--- src/rtl/adc_mod_mapper.sv ---
// adc_mod_mapper: averages one selected ADC channel per window and maps it to a DDS control word
module adc_mod_mapper #(
  parameter int ADC_WIDTH = 12,
  parameter int NUM_CH    = 4,
  parameter int AVG_LOG2  = 2,
  parameter int KF_WIDTH  = 32,
  parameter int OUT_WIDTH = 32
) (
  input  logic                        clk,
  input  logic                        rst,
  input  logic                        param_wen,
  input  logic [OUT_WIDTH-1:0]        center,
  input  logic [KF_WIDTH-1:0]         kf,
  input  logic [3:0]                  ch_sel,
  input  logic [ADC_WIDTH-1:0]        zero_cal,
  input  logic                        sat_en,
  input  logic                        adc_en,
  input  logic                        adc_valid,
  input  logic [NUM_CH*ADC_WIDTH-1:0] adc_data,
  output logic [OUT_WIDTH-1:0]        out_word,
  output logic                        out_valid,
  output logic                        overflow
);
  localparam int AW  = ADC_WIDTH + AVG_LOG2;
  localparam int CW  = AVG_LOG2 + 1;
  localparam int PW  = KF_WIDTH + ADC_WIDTH;
  localparam int OW1 = OUT_WIDTH + 1;
  localparam logic [CW-1:0] LAST = CW'((1 << AVG_LOG2) - 1);
  logic [OUT_WIDTH-1:0] p_center, a_center, c0, c1, c2;
  logic [KF_WIDTH-1:0]  p_kf, a_kf, k0, k1;
  logic [3:0]           p_ch, a_ch;
  logic [ADC_WIDTH-1:0] p_zero, a_zero, z0, avg0, mag1, sample;
  logic                 p_sat, a_sat, p_flag, s0, s1, s2, neg1, neg2;
  logic                 take, last, load, v0, v1, v2, prod_hi, ovf;
  logic [AW-1:0]        acc, acc_sum;
  logic [CW-1:0]        cnt;
  logic [PW-1:0]        prod2;
  logic [OW1-1:0]       prod_x, sum;
  logic [OUT_WIDTH-1:0] res;
  // accept/window-end/shadow-load decode and channel selection
  always_comb begin
    take    = adc_valid & adc_en;
    last    = take & (cnt == LAST);
    load    = p_flag & (last | ~adc_en);
    sample  = (32'(a_ch) < NUM_CH) ? adc_data[a_ch*ADC_WIDTH +: ADC_WIDTH] : '0;
    acc_sum = acc + AW'(sample);
  end
  // pending set captures writes; active set only changes at window boundaries or while idle
  always_ff @(posedge clk) begin
    if (rst) begin
      {p_center, p_kf, p_ch, p_zero, p_sat, p_flag} <= '0;
      {a_center, a_kf, a_ch, a_zero, a_sat} <= '0;
    end else begin
      if (load) {a_center, a_kf, a_ch, a_zero, a_sat} <= {p_center, p_kf, p_ch, p_zero, p_sat};
      if (param_wen) {p_center, p_kf, p_ch, p_zero, p_sat} <= {center, kf, ch_sel, zero_cal, sat_en};
      p_flag <= param_wen | (p_flag & ~load);
    end
  end
  // accumulator, sample counter and pipeline valids
  always_ff @(posedge clk) begin
    if (rst) begin
      acc <= '0;
      cnt <= '0;
      {v0, v1, v2} <= '0;
    end else begin
      acc <= (~adc_en | last) ? '0 : take ? acc_sum : acc;
      cnt <= (~adc_en | last) ? '0 : take ? cnt + 1'b1 : cnt;
      {v0, v1, v2} <= {last, v0, v1};
    end
  end
  // datapath: average plus a snapshot of the active set travels with each window result
  always_ff @(posedge clk) begin
    if (last) begin
      avg0 <= ADC_WIDTH'(acc_sum >> AVG_LOG2);
      {z0, k0, c0, s0} <= {a_zero, a_kf, a_center, a_sat};
    end
    neg1  <= avg0 < z0;
    mag1  <= (avg0 < z0) ? z0 - avg0 : avg0 - z0;
    {k1, c1, s1} <= {k0, c0, s0};
    prod2 <= PW'(k1) * PW'(mag1);
    {neg2, c2, s2} <= {neg1, c1, s1};
  end
  // final add/subtract with range check, clamp or wrap
  always_comb begin
    prod_hi = (prod2 >> OUT_WIDTH) != '0;
    prod_x  = OW1'(OUT_WIDTH'(prod2));
    sum     = neg2 ? {1'b0, c2} - prod_x : {1'b0, c2} + prod_x;
    ovf     = prod_hi | sum[OUT_WIDTH];
    res     = (ovf & s2) ? (neg2 ? '0 : '1) : sum[OUT_WIDTH-1:0];
  end
  // output register and sticky overflow
  always_ff @(posedge clk) begin
    if (rst) begin
      out_word  <= '0;
      out_valid <= 1'b0;
      overflow  <= 1'b0;
    end else begin
      out_valid <= v2;
      if (v2) out_word <= res;
      overflow <= (overflow & ~param_wen) | (v2 & ovf);
    end
  end
endmodule

--- config.mk ---
export PLATFORM = sky130hd
export DESIGN_NAME = adc_mod_mapper
export DESIGN_NICKNAME = d
export VERILOG_FILES = /design/src/rtl/adc_mod_mapper.sv
export SDC_FILE = /design/constraint.sdc
export NUM_CORES = 2
export LEC_CHECK = 0
export CAP_MARGIN = 20
export CORE_MARGIN = 10
export CORE_UTILIZATION = 45
export DETAILED_ROUTE_END_ITERATION = 8
export PLACE_DENSITY = 0.61
export SETUP_SLACK_MARGIN = 0.1
export SKIP_LAST_GASP = 1
export SLEW_MARGIN = 20
export SYNTH_ARGS = -nofsm -noshare
export SYNTH_HDL_FRONTEND = slang
export SYNTH_SLANG_ARGS = --single-unit
--- constraint.sdc ---
create_clock -name clk -period 12.8 [get_ports clk]
set_input_delay 1.92 -clock clk [delete_from_list [all_inputs] [get_ports clk]]
set_output_delay 1.92 -clock clk [all_outputs]
set_load 0.05 [all_outputs]
==> results_dict.tcl <==
set metrics [dict create \
    syn_nets 3627 \
    tightest_slew_ns 1.08 \
    seq_area_frac_synth 0.345 \
    end_kind "flop" \
    htreeDepth 2 \
    grt_max_degree 95 \
    syn_avg_cell_area_um2 9.67 \
    final_core_util 0.517 \
    dp.cells 3926 \
    clock_path_buffers 3 \
    crit_type "flop to flop" \
    post_cts_buffers 0 \
    ys_top_cells_by_area "dfxtp_1 (25%), fa_1 (21%), edfxtp_1 (9.1%)" \
    synth_area_leader_cell "dfxtp_1" \
    hold_path_class "flop to flop" \
    ctsHoldBuffers 0 \
    overflow 0 \
    synth-edff-count 89 \
    hold_violations 0 \
    initial_core_util 0.455 \
    ys_ff_latch 462 \
    finalSetupViolations 0 \
    drive_gt1_frac 0.0509 \
    leakage_nw 14.4 \
    required_ns 13.28 \
    yosysWarnings 0 \
    antenna_found_initial 2 \
    cts_tree "done" \
    critPathMaxFanout 32 \
    cts_resized 0 \
    syn-instance-count 3037 \
    clock_latency_ns 0.60 \
    period_minus_slack_ns 6.73 \
    fin_cells 4017 \
    grt_pass1_vias 21900 \
    layout.nets 3711 \
    vias 21000 \
    io-pin-count 168 \
    finalClockSkew_ns 0.0404 \
    finalWirelength_um 68600 \
    cts_buffers 48 \
    grt_pass1_wl_um 113000 \
    fmax_ghz 0.149 \
    die_h_um 275 \
    synthToLayoutAreaGrowth_pct 13.6 \
    fp-row-count 93 \
    rsz0062_at_grt "no" \
    fp.dieArea_mm2 0.0759 \
    core-area_mm2 0.0646 \
    yosysTopAreaCellShare 0.254 \
    detailed_place_hpwl_um 51700 \
    synth_cell_types 78 \
    fp.dieW_um 275 \
    drc 0 \
    ant_nets 0 \
    drt-vias-per-instance 5.23 \
    io_buffers 167 \
    clk_pin_slew_ns 0.06 \
    async_reset_ff_frac 0 \
    status "complete, no violations" \
    maxCapViolCount 0 \
    wire_per_inst_um 17.1 \
    first_pass_iters 6 \
    cp-start-kind "flop" \
    grtUsageTotal 0.182 \
    pre_cts_ws_ns 6.11 \
    critPathArrivalTime_ns 7.21 \
    gp_congestion 0.915 \
    report.final.slew_viol_count 0 \
    clock_sinks 462 \
    synth_area_mm2 0.0294 \
    ir_drop_v 0.000105 \
    finalSetupTns_ns 0 \
    drtIter0Drc 1273 \
    period_share 0.526 \
    max_slew_margin 0.276 \
    cts_root_buf "clkbuf_16" \
    setup_slack_ns 6.07 \
    powerDensity_mw_per_mm2 93.4 \
    ys.flop_type "dfxtp_1" \
]
## final timing paths
path              depth (start not counted)                 to        startpoint  slack [ns]
hold / removal                            0      c2[0]$_DFF_P_     c1[0]$_DFF_P_        0.33
setup reg to reg                         17  prod2[41]$_DFF_P_  mag1[10]$_DFF_P_        6.07
setup / recovery                         17  prod2[41]$_DFF_P_  mag1[10]$_DFF_P_        6.07
hold reg to reg                           0      c2[0]$_DFF_P_     c1[0]$_DFF_P_        0.33
## per-layer routing
layer  track usage  wire, µm  up-vias
met3        0.0278      3290      122
met2         0.330     35800      532
li1              -         -     9982
met1         0.219     27500    10400
met4        0.0565      1910        0
met5             0         0        -
## final cells by class
cell class / count / area (µm²)
Fill cell: 5723 / 31200
Multi-Input combinational cell: 2073 / 17300
Sequential cell: 462 / 10100
Timing Repair Buffer: 184 / 1800
Inverter: 352 / 1320
Clock buffer: 55 / 1280
Tap cell: 855 / 1070
Clock inverter: 35 / 427
Antenna cell: 1 / 2.50
## cell families after synthesis
group,share of synthesized area
adder cells (fa/ha/maj),0.272
AND/OR/NAND/NOR,0.153
flip-flops,0.345
AO/OA/AOI/OAI,0.0880
XOR/XNOR,0.0358
buffers and inverters,0.0650
multiplexers,0.0410
## sequential cells by signal, indices dropped and copies added (netlist names), 14 cells and up
| name | cells |
|---|---|
| p_center | 32 |
| out_word | 32 |
| acc | 14 |
| k0 | 32 |
| a_center | 32 |
| a_kf | 32 |
| k1 | 32 |
| prod2 | 44 |
| p_kf | 32 |
| c0 | 32 |
| c1 | 32 |
| c2 | 32 |
## synthesized netlist by cell type, types with 4 or more instances
cell / n
a211oi_1: 10
a21o_1: 29
a21oi_1: 193
a221oi_1: 4
a311oi_1: 8
a311oi_2: 18
a31oi_1: 16
and2_1: 124
and3_1: 13
and4_1: 5
buf_1: 6
buf_2: 4
clkbuf_1: 137
dfxtp_1: 373
edfxtp_1: 89
fa_1: 304
ha_1: 152
inv_1: 352
mux2i_1: 90
mux4_2: 11
nand2_1: 522
nand2b_1: 18
nand3_1: 23
nand4_1: 11
nor2_1: 183
nor2b_1: 27
nor3_1: 26
nor4_1: 9
nor4b_1: 4
o2111ai_1: 4
o211ai_1: 16
o21a_1: 8
o21ai_0: 41
o21bai_1: 10
o31ai_1: 5
or3_1: 7
xnor2_1: 93
xor2_1: 27
## through the flow
step | hold slack [ns] | total power, mW | instance area [µm²]
finish | 0.325 | 3.12 | 33400
global route | 0.332 | 3.23 | 33400
CTS | 0.326 | 3.16 | 33400
detailed placement | 0.313 | 1.68 | 31700
global placement | 0.314 | 1.68 | 31700
floorplan | 0.310 | 1.62 | 29400
## power breakdown
part | switching [mW] | internal, mW | total, mW
Combinational | 0.0630 | 0.0710 | 0.134
Clock | 0.602 | 0.868 | 1.47
Sequential | 0.0128 | 1.50 | 1.51
Total | 0.678 | 2.44 | 3.12
## cell usage in the layout (no fill, tap or decap), drive strengths merged, types with 93 or more instances in the layout
| cell | instances |
|---|---|
| nor2 | 184 |
| and2 | 125 |
| inv | 355 |
| xnor2 | 93 |
| a21oi | 193 |
| dfxtp | 373 |
| fa | 304 |
| clkdlybuf4s50 | 165 |
| nand2 | 523 |
| ha | 152 |
## worst max-delay path, stage by stage, from the launching register on
cell	delay [ns]
dfxtp_1	1.03
nand2_1	0.18
fa_1	0.52
fa_1	0.50
inv_1	0.05
fa_1	0.45
fa_1	0.51
fa_1	0.42
ha_1	0.37
and4_1	0.23
or3b_1	0.38
a31o_2	0.26
a2111oi_0	0.81
o31ai_1	0.22
o21ba_2	0.28
nor2_1	0.14
o41ai_1	0.11
xnor2_1	0.13
No activity file was read; power rests on OpenSTA's default activity.
